**src/rtl/pipe_skid_reg.sv**
```systemverilog
// pipe_skid_reg
//   Inter-stage pipeline register with valid/ready back-pressure, a 2-entry
//   skid buffer (main + skid), synchronous flush and per-beat NOP kill.
//   in_ready comes straight from a flop, so a downstream stall never forms a
//   combinational path back to the upstream stage.
//
// Ports
//   clk          rising-edge clock
//   rst          synchronous active-high reset
//   in_valid     upstream beat valid
//   in_ready     stage can accept (registered)
//   in_inst      upstream instruction
//   in_payload   upstream payload
//   in_kill      store the accepted beat with NOP_INST as its instruction
//   flush        discard all held beats
//   out_valid    head beat valid
//   out_ready    downstream accepts head beat
//   out_inst     head instruction, NOP_INST when out_valid=0
//   out_payload  head payload, holds last value when out_valid=0
//   occupancy    number of held beats (0..2)
//
// state | meaning
// EMPTY | no beat held, occupancy 0
// ONE   | main entry valid, occupancy 1
// TWO   | main and skid entries valid, occupancy 2, in_ready low
module pipe_skid_reg #(
    parameter int                INST_W   = 32,
    parameter int                PAY_W    = 128,
    parameter logic [INST_W-1:0] NOP_INST = INST_W'(32'hff000000)
) (
    input  logic              clk,
    input  logic              rst,
    input  logic              in_valid,
    output logic              in_ready,
    input  logic [INST_W-1:0] in_inst,
    input  logic [PAY_W-1:0]  in_payload,
    input  logic              in_kill,
    input  logic              flush,
    output logic              out_valid,
    input  logic              out_ready,
    output logic [INST_W-1:0] out_inst,
    output logic [PAY_W-1:0]  out_payload,
    output logic [1:0]        occupancy
);

    // Encoding equals occupancy so the state flop drives occupancy directly.
    typedef enum logic [1:0] {
        EMPTY = 2'd0,
        ONE   = 2'd1,
        TWO   = 2'd2
    } state_t;

    state_t             state, state_nxt;
    logic               in_ready_q;
    logic [INST_W-1:0]  main_inst, skid_inst;
    logic [PAY_W-1:0]   main_pay, skid_pay;

    logic               accept, drain;
    logic               load_main, load_skid, move_skid;
    logic [INST_W-1:0]  in_inst_eff;

    assign out_valid   = (state != EMPTY);
    assign in_ready    = in_ready_q;
    assign accept      = in_valid & in_ready_q;
    assign drain       = out_valid & out_ready;
    assign in_inst_eff = in_kill ? NOP_INST : in_inst;
    assign out_inst    = out_valid ? main_inst : NOP_INST;
    assign out_payload = main_pay;
    assign occupancy   = state;

    always_comb begin
        state_nxt = state;
        load_main = 1'b0;
        load_skid = 1'b0;
        move_skid = 1'b0;
        if (flush) begin
            // Flush wins over accept and drain; an offered beat is dropped.
            state_nxt = EMPTY;
        end else begin
            case (state)
                EMPTY: begin
                    if (accept) begin
                        load_main = 1'b1;
                        state_nxt = ONE;
                    end
                end
                ONE: begin
                    if (accept && drain) begin
                        load_main = 1'b1;
                    end else if (accept) begin
                        load_skid = 1'b1;
                        state_nxt = TWO;
                    end else if (drain) begin
                        state_nxt = EMPTY;
                    end
                end
                TWO: begin
                    if (drain) begin
                        move_skid = 1'b1;
                        state_nxt = ONE;
                    end
                end
                default: state_nxt = EMPTY;
            endcase
        end
    end

    always_ff @(posedge clk) begin
        if (rst) begin
            state      <= EMPTY;
            in_ready_q <= 1'b1;
            main_inst  <= NOP_INST;
            main_pay   <= '0;
            skid_inst  <= '0;
            skid_pay   <= '0;
        end else begin
            state      <= state_nxt;
            in_ready_q <= (state_nxt != TWO);
            if (load_main) begin
                main_inst <= in_inst_eff;
                main_pay  <= in_payload;
            end
            if (load_skid) begin
                skid_inst <= in_inst_eff;
                skid_pay  <= in_payload;
            end
            if (move_skid) begin
                main_inst <= skid_inst;
                main_pay  <= skid_pay;
                skid_inst <= '0;
                skid_pay  <= '0;
            end
        end
    end

endmodule

```
**config.mk**
```make
export PLATFORM = sky130hd
export DESIGN_NAME = pipe_skid_reg
export DESIGN_NICKNAME = d
export VERILOG_FILES = /design/src/rtl/pipe_skid_reg.sv
export SDC_FILE = /design/constraint.sdc
export NUM_CORES = 1
export LEC_CHECK = 0
export ABC_CLOCK_PERIOD_IN_PS = 3400
export BUFFER_PORTS_ARGS = -buffer_cell sky130_fd_sc_hd__buf_4
export CAP_MARGIN = 20
export CORE_MARGIN = 2
export CORE_UTILIZATION = 50
export DETAILED_ROUTE_END_ITERATION = 7
export HOLD_SLACK_MARGIN = 0.1
export PLACE_DENSITY = 0.76
export RECOVER_POWER = 100
export SYNTH_ARGS = -nofsm -noshare
export SYNTH_HDL_FRONTEND = slang
export SYNTH_SLANG_ARGS = --single-unit
```
**constraint.sdc**
```tcl
create_clock -name clk -period 3.4 [get_ports clk]
set_clock_uncertainty 0.15 [all_clocks]
set_input_delay 0.17 -clock clk [delete_from_list [all_inputs] [get_ports clk]]
set_output_delay 0.17 -clock clk [all_outputs]
set_load 0.01 [all_outputs]
```
==> qor.yml, run 1 <==
cts.clk_slew.worst_paths_ps: 60
coreArea_um2: 26100
cts_sinks: 323
syn_inst: 1650
gp_congestion: 0.809
wirelength_um: 40000
crit_family: "compound AO/OA/AOI/OAI gates"
synth_top_area_share_pct: 48.7
synth-seq-cells: 323
tns_ps: 0
fp.dieArea_um2: 27900
pre_cts_ws_ps: 1040
cp.arrival_ps: 3040
p_seq_share_pct: 45.2
grt_pass1_wl_um: 63500
grt_max_degree: 166
finalSetupViolations: 0
synth_nets: 1816
drive_above_1_share_pct: 14.5
cts_hold_buf: 164
path_cells: "nand3b_1 > o31ai_1 > buf_12 > nor2_1 > a311oi_1"
slowest_stage: "o31ai_1"
synth-async-reset-ratio_pct: 0
dr_total_vias: 13300
slowest_delay_ps: 630
max_freq_mhz: 354
pwr-share-clk_pct: 43.2
initial_core_util_pct: 51.0
cp-start-kind: "flip-flop"
seq_area_frac_synth_pct: 48.7
syn-cell-area_um2: 13300
met3_length_um: 2640
yosys_warnings: 0
vias_per_cell: 5.51
ctsResizeCount: 0
yosys.cell_count.top_type: "nand2_1"
required_ps: 3620
postLayoutCellArea_um2: 17900
ys.flop_type: "dfxtp_1"
cts_buffers: 35
port_buffers: 329
hpwl_um: 22100
power_frac_comb_pct: 11.6
peakVddDrop_mv: 0.364
cp_max_fo: 165
synthTopCellsByCount: "nand2_1 (538), dfxtp_1 (323), a21oi_1 (161), nor2_1 (161), a311oi_1 (78)"
min-delay-path-class: "input pin to flip-flop"
drt_iter0_markers: 1194
power.density_nw_per_um2: 498
placed_cell_area_um2: 15800
wl_met2_um: 19100
internal-power_mw: 6.77
path_class: "flip-flop to flip-flop"
remaining_drc_errors: 0
swShare_pct: 24.0
hold_ws_ps: 163
yosysTopAreaCell: "dfxtp_1"
grt_pass1_vias: 12800
p_switching_mw: 2.13
slew_headroom_pct: 6.86
rows: 59
num_io_pins: 330
die_w_um: 167
clock_latency_ps: 500
status: "finished, final reports clean"
fin_crit_ps: 2820
routedLengthMet1_um: 16200
hold_viol: 0
wl_per_cell_um: 16.6
endpoint_kind: "flip-flop"
root_buffer: "clkbuf_16"
track_usage_pct: 27.3
worstMarginPinSlew_ps: 1400
syn_area_per_cell_um2: 8.05
fin_crit_sh_pct: 83.0
synthDistinctLibCells: 31
gr-total-overflow: 0
syn_to_final_growth_pct: 34.8
cts_tree: "built"
antenna_found_initial: 5
highest_layer: "met4"
synth_area_leaders: "dfxtp_1 (49%), nand2_1 (15%), a21oi_1 (6.1%)"
crit_buf_inv: 1
final_nets: 2212
total_power_mw: 8.91
synth_edf_count: 0
chipHeight_um: 167
post_cts_buffers: 0
drv_slew: 0
ant_nets: 0
worst_slack_ps: 578
drv_cap: 0
h-tree-depth: 2
p_leak_nw: 6.52
clockBufferDepth: 3
firstDrtPassIters: 6
rsz0062_at_grt: "false"
## worst reg2reg max path, cell delays in order, from the launching register on
cell	delay [ps]
dfxtp_1	390
nand3b_1	270
o31ai_1	640
buf_12	540
nor2_1	290
a311oi_1	420
## cell type report
cell class / instances / area [um^2]
clock inverter: 10 / 103
antenna: 5 / 12.5
sequential: 323 / 6470
timing repair buffer: 510 / 3730
fill: 2186 / 8150
clock buffer: 52 / 1080
inverter: 3 / 11.3
tap: 335 / 419
multi-input combinational: 1173 / 6080
## worst paths after layout
check                                       to  depth (start not counted)                       from  slack (ps)
hold / removal      skid_inst[24]$_SDFFE_PP0P_                          3                    in_kill         160
setup / recovery  out_payload[39]$_SDFFE_PP0P_                          5    occupancy[1]$_SDFF_PP0_         580
setup reg to reg  out_payload[39]$_SDFFE_PP0P_                          5    occupancy[1]$_SDFF_PP0_         580
hold reg to reg      skid_pay[66]$_SDFFE_PP0P_                          2  skid_pay[66]$_SDFFE_PP0P_         300
## state kept, by name, summed over array words and instances, names as in the netlist
| register | flops |
|---|---|
| in_ready | 1 |
| main_inst | 32 |
| occupancy | 2 |
| out_payload | 128 |
| skid_inst | 32 |
| skid_pay | 128 |
## through the flow
step | util, % | instances
after floorplan | - | 1650
after global placement | 60.5 | 2180
after detailed placement | 60.5 | 2180
after CTS | 71.3 | 2406
after global routing | 68.7 | 2411
final | 68.7 | 2411
## power groups by stage
| stage | clock network (mW) | registers [mW] | logic, mW |
|---|---|---|---|
| after floorplan | 0 | 4.14 | 0.451 |
| after global placement | 0 | 4.11 | 0.940 |
| after detailed placement | 0 | 4.11 | 0.958 |
| after CTS | 3.91 | 4.03 | 1.12 |
| after global routing | 4.08 | 4.04 | 1.12 |
| final | 3.85 | 4.03 | 1.03 |
## placed cells by master (no fill, tap or decap), types with 8 or more instances in the layout
master,synthesis,layout
nor2b_1,25,25
a311oi_2,50,46
dlygate4sd3_1,0,164
a311oi_1,78,82
clkbuf_1,64,166
nand2_1,538,538
dfxtp_1,323,323
buf_4,4,174
a21oi_1,161,161
or3_1,8,8
o21ai_0,16,16
clkbuf_16,0,37
clkbuf_8,0,10
nor2_1,161,161
buf_12,0,8
a211oi_1,24,24
nor3_1,41,41
nor3b_1,25,25
or2_2,8,8
nand3b_1,24,25
## layer usage
| metal | up-vias | global-route usage, % |
|---|---|---|
| met3 | 131 | 5.13 |
| met1 | 6211 | 33.2 |
| met5 | - | 0 |
| li1 | 6384 | - |
| met2 | 560 | 45.7 |
| met4 | 0 | 15.0 |
## cells by family (layout without fill, tap and decap cells)
| logic type | Yosys count | in the layout | share of synthesized area, % |
|---|---|---|---|
| flip-flops | 323 | 323 | 48.7 |
| AND/OR/NAND/NOR | 839 | 839 | 26.6 |
| AO/OA/AOI/OAI | 332 | 332 | 19.0 |
| multiplexers | 2 | 2 | 0.151 |
| other | 0 | 5 | 0 |
| buffers and inverters | 154 | 575 | 5.50 |
No activity file was read; power rests on OpenSTA's default activity.
==> inputs of run 2 (changes only) <==
--- a/config.mk
+++ b/config.mk
@@ -5,7 +5,7 @@
 export SDC_FILE = /design/constraint.sdc
 export NUM_CORES = 1
 export LEC_CHECK = 0
-export ABC_CLOCK_PERIOD_IN_PS = 3400
+export ABC_CLOCK_PERIOD_IN_PS = 2950
 export BUFFER_PORTS_ARGS = -buffer_cell sky130_fd_sc_hd__buf_4
 export CAP_MARGIN = 20
 export CORE_MARGIN = 2
==> constraint.sdc (replaced) <==
create_clock -name clk -period 2.95 [get_ports clk]
set_clock_uncertainty 0.15 [all_clocks]
set_input_delay 0.1475 -clock clk [delete_from_list [all_inputs] [get_ports clk]]
set_output_delay 0.1475 -clock clk [all_outputs]
set_load 0.01 [all_outputs]
==> qor.yml, run 2 (synthesized netlist as in run 1, its figures left out) <==
clock_latency_ps: 490
reg2reg_from: "occupancy[0]$_SDFF_PP0_"
cp.arrival_ps: 2810
drv_cap: 0
root_buffer: "clkbuf_16"
final_common_cell: "nand2_1"
worstMarginPinSlew_ps: 1180
min-delay-start: "in_kill"
final_cell_mix: "nand2_1 (538), dfxtp_1 (323), clkbuf_1 (171), buf_4 (171), dlygate4sd3_1 (165)"
tns_ps: 0
clockBufferDepth: 3
p_switching_mw: 2.43
hold_viol: 0
grt_pass1_wl_um: 63200
required_ps: 3190
drive_above_1_share_pct: 14.1
finalSetupViolations: 0
endpoint_kind: "flip-flop"
rows: 59
num_io_pins: 330
routedLengthMet1_um: 16200
syn_to_final_growth_pct: 34.4
cts.clk_slew.worst_paths_ps: 60
initial_core_util_pct: 51.0
cts_buffers: 35
hold_ws_ps: 137
path_class: "flip-flop to flip-flop"
hold_end: "skid_inst[25]$_SDFFE_PP0P_"
cts_tree: "built"
swShare_pct: 24.3
ctsResizeCount: 0
peakVddDrop_mv: 0.403
wirelength_um: 39500
placed_cell_area_um2: 15800
postLayoutCellArea_um2: 17800
slowest_stage: "clkbuf_2"
hpwl_um: 22700
layout.cells.non_filler: 2410
min-delay-path-class: "input pin to flip-flop"
status: "finished, final reports clean"
crit_start: "occupancy[0]$_SDFF_PP0_"
cp-start-kind: "flip-flop"
firstDrtPassIters: 5
max_freq_mhz: 388
p_leak_nw: 6.48
slew_headroom_pct: 21.1
drv_slew: 0
wl_per_cell_um: 16.4
track_usage_pct: 27.0
met3_length_um: 2410
fp.dieArea_um2: 27900
highest_layer: "met4"
remaining_drc_errors: 0
p_seq_share_pct: 46.3
pwr-share-clk_pct: 41.9
fin_crit_ps: 2580
grt_pass1_vias: 12700
final_nets: 2217
post-place-cells: 2184
coreArea_um2: 26100
cts_sinks: 323
gr-total-overflow: 0
antenna_found_initial: 4
path_cells: "nand4bb_4 > buf_4 > clkbuf_2 > nand2_1 > a311oi_2"
vias_per_cell: 5.48
chipHeight_um: 167
rsz0062_at_grt: "false"
ant_nets: 0
worstRegToRegCells: 5
reg2reg_to: "out_payload[108]$_SDFFE_PP0P_"
post_cts_buffers: 0
slowest_delay_ps: 700
die_w_um: 167
grt_max_degree: 158
power.density_nw_per_um2: 562
hold-path-cell-count: 3
gp_congestion: 0.806
ff2ff_setup_slack_ps: 370
internal-power_mw: 7.59
pre_cts_ws_ps: 687
fin_crit_sh_pct: 87.3
worst_slack_ps: 374
drt_iter0_markers: 1288
wl_met2_um: 19100
h-tree-depth: 2
power_frac_comb_pct: 11.9
cp_max_fo: 35
port_buffers: 329
dr_total_vias: 13200
-- run 2: metrics by stage --
step | total power, mW | util (%)
global route | 10.4 | 68.5
floorplan | 5.29 | -
CTS | 10.2 | 71.2
finish | 10.0 | 68.5
detailed placement | 5.84 | 60.6
global placement | 5.81 | 60.6
-- run 2: power groups by stage --
stage	clock (mW)	combinational, mW	sequential [mW]
2_1_floorplan	0	0.520	4.77
3_3_place_gp	0	1.08	4.73
3_5_place_dp	0	1.10	4.73
4_1_cts	4.27	1.29	4.64
5_1_grt	4.44	1.29	4.66
6_report	4.20	1.19	4.64
-- run 2: worst max-delay path by stage --
stage                                          to  slack (ps)  cells after the start
floorplan           out_payload[100]$_SDFFE_PP0P_        1180                      6
global placement       skid_inst[30]$_SDFFE_PP0P_         720                      5
detailed placement     skid_inst[30]$_SDFFE_PP0P_         690                      5
CTS                    skid_inst[30]$_SDFFE_PP0P_         660                      5
global route        out_payload[108]$_SDFFE_PP0P_         260                      5
finish              out_payload[108]$_SDFFE_PP0P_         370                      5
-- run 2: area by class of cell --
class / instances / area [um^2]
fill: 2127 / 8210
sequential: 323 / 6470
multi-input combinational: 1173 / 6080
timing repair buffer: 515 / 3760
clock buffer: 49 / 1020
tap: 335 / 419
clock inverter: 8 / 75.1
inverter: 3 / 11.3
antenna: 4 / 10.0
-- run 2: metal layers --
layer | vias to the layer above | GRT usage (%)
met3 | 128 | 4.61
li1 | 6395 | -
met5 | - | 0
met4 | 0 | 14.3
met2 | 522 | 45.7
met1 | 6162 | 32.9
-- run 2: what timing repair did --
item / 4_1_cts / 5_1_grt
endpoints found under the setup margin: 0 / 0
hold endpoints to repair: 323 / 0
hold buffers: 165 / 0
-- run 2: worst max-delay path, delay by kind of cell (launching register included) --
family / cells / cell delay [ps]
compound gates: 1 / 350
flops: 1 / 470
simple gates: 2 / 460
buf+inv: 2 / 1000
==> inputs of run 3 (changes only) <==
--- a/config.mk
+++ b/config.mk
@@ -8,6 +8,7 @@
 export ABC_CLOCK_PERIOD_IN_PS = 2950
 export BUFFER_PORTS_ARGS = -buffer_cell sky130_fd_sc_hd__buf_4
 export CAP_MARGIN = 20
+export CORE_ASPECT_RATIO = 0.75
 export CORE_MARGIN = 2
 export CORE_UTILIZATION = 50
 export DETAILED_ROUTE_END_ITERATION = 7
==> qor.yml, run 3 (synthesized netlist as in run 1, its figures left out) <==
grt_max_degree: 163
tns_ps: 0
fillers: 2119
slew_headroom_pct: -3.45
cts_buffers: 30
hold_viol: 0
clock_latency_ps: 550
final_cell_mix: "nand2_1 (538), dfxtp_1 (322), dlygate4sd3_1 (200)"
drive_above_1_share_pct: 13.3
p_switching_mw: 2.43
final_nets: 2244
root_buffer: "clkbuf_16"
fp.dieArea_um2: 27900
dr_total_vias: 13400
postLayoutCellArea_um2: 18000
internal-power_mw: 7.39
fin_crit_ps: 2730
drt_iter0_markers: 1093
final_common_cell: "nand2_1"
cp.arrival_ps: 3070
rows: 51
clockBufferDepth: 3
initial_core_util_pct: 51.0
cts.clk_slew.worst_paths_ps: 70
p_leak_nw: 6.64
wirelength_um: 40900
firstDrtPassIters: 6
drv_slew: 76
pwr-share-clk_pct: 40.9
ant_nets: 0
cts_tree: "built"
wl_per_cell_um: 16.7
cp_max_fo: 39
syn_to_final_growth_pct: 35.4
required_ps: 3290
hold_ws_ps: 121
port_buffers: 329
rsz0062_at_grt: "false"
swShare_pct: 24.8
power_frac_comb_pct: 11.9
placed_cell_area_um2: 15800
endpoint_kind: "flip-flop"
num_io_pins: 330
h-tree-depth: 1
power.density_nw_per_um2: 546
failed_checks: "slew limit"
drv_cap: 0
min-delay-path-class: "input pin to flip-flop"
die_w_um: 192
chipHeight_um: 145
cts_sinks: 323
max_freq_mhz: 366
cp-start-kind: "flip-flop"
grt_pass1_vias: 12900
gp_congestion: 0.783
status: "complete, but fails checks"
coreArea_um2: 26000
gr-total-overflow: 0
worstMarginPinSlew_ps: 1550
antenna_found_initial: 3
hpwl_um: 22100
remaining_drc_errors: 0
fin_crit_sh_pct: 92.5
p_seq_share_pct: 47.2
track_usage_pct: 27.8
finalSetupViolations: 0
grt_pass1_wl_um: 64700
path_class: "flip-flop to flip-flop"
vias_per_cell: 5.47
peakVddDrop_mv: 0.451
[run 3: area by class of cell]
cell class              count  area, um^2  area share (%)
clock inverters            19         181            1.01
flip-flops and latches    323        6470            36.0
multi-input cells        1173        5980            33.2
well taps                 344         430            2.39
clock buffers              37         848            4.72
diodes                      3        7.51          0.0417
inverters                   3        11.3          0.0626
repair buffers            547        4060            22.6
[run 3: metal layers]
layer | track usage (%) | wire length, um
met5 | 0 | 0
met4 | 11.7 | 1560
met3 | 4.84 | 2820
met2 | 46.1 | 19000
met1 | 35.7 | 17500
[run 3: per-stage QoR]
stage / instances / utilization (%) / setup slack [ps] / power [mW]
after global routing: 2449 / 69.1 / 48.6 / 10.2
after CTS: 2444 / 72.3 / 91.5 / 10.0
final: 2449 / 69.1 / 220 / 9.83
after detailed placement: 2188 / 60.7 / 708 / 5.84
after global placement: 2188 / 60.7 / 804 / 5.82
after floorplan: 1650 / - / 1180 / 5.29
[run 3: power groups by stage]
stage	Combinational (mW)	Sequential (mW)	Clock, mW
2_1_floorplan	0.520	4.77	0
3_3_place_gp	1.08	4.73	0
3_5_place_dp	1.11	4.73	0
4_1_cts	1.30	4.64	4.07
5_1_grt	1.27	4.65	4.25
6_report	1.17	4.64	4.02
[run 3: worst paths after layout]
kind	from	endpoint	cells past startpoint	slack, ps
max	occupancy[1]$_SDFF_PP0_	skid_pay[0]$_SDFFE_PP0P_	7	220
min	in_kill	skid_inst[22]$_SDFFE_PP0P_	3	120
max reg2reg	occupancy[1]$_SDFF_PP0_	skid_pay[0]$_SDFFE_PP0P_	7	220
min reg2reg	skid_pay[74]$_SDFFE_PP0P_	skid_pay[74]$_SDFFE_PP0P_	2	300
[run 3: worst max-delay path, stage by stage, from the launching register on]
cell           delay (ps)
dfxtp_1               420
nand3b_4              240
nor3_4                230
buf_8                 310
nand2_1                80
dlygate4sd3_1         560
a21oi_1               110
dlygate4sd3_1         570
[run 3: what timing repair did]
action / 4_1_cts / 5_1_grt
gates resized for setup: 0 / 2
hold buffers: 200 / 0
buffers inserted: 0 / 1
hold endpoints to repair: 323 / 0
setup endpoints to repair: 0 / 1
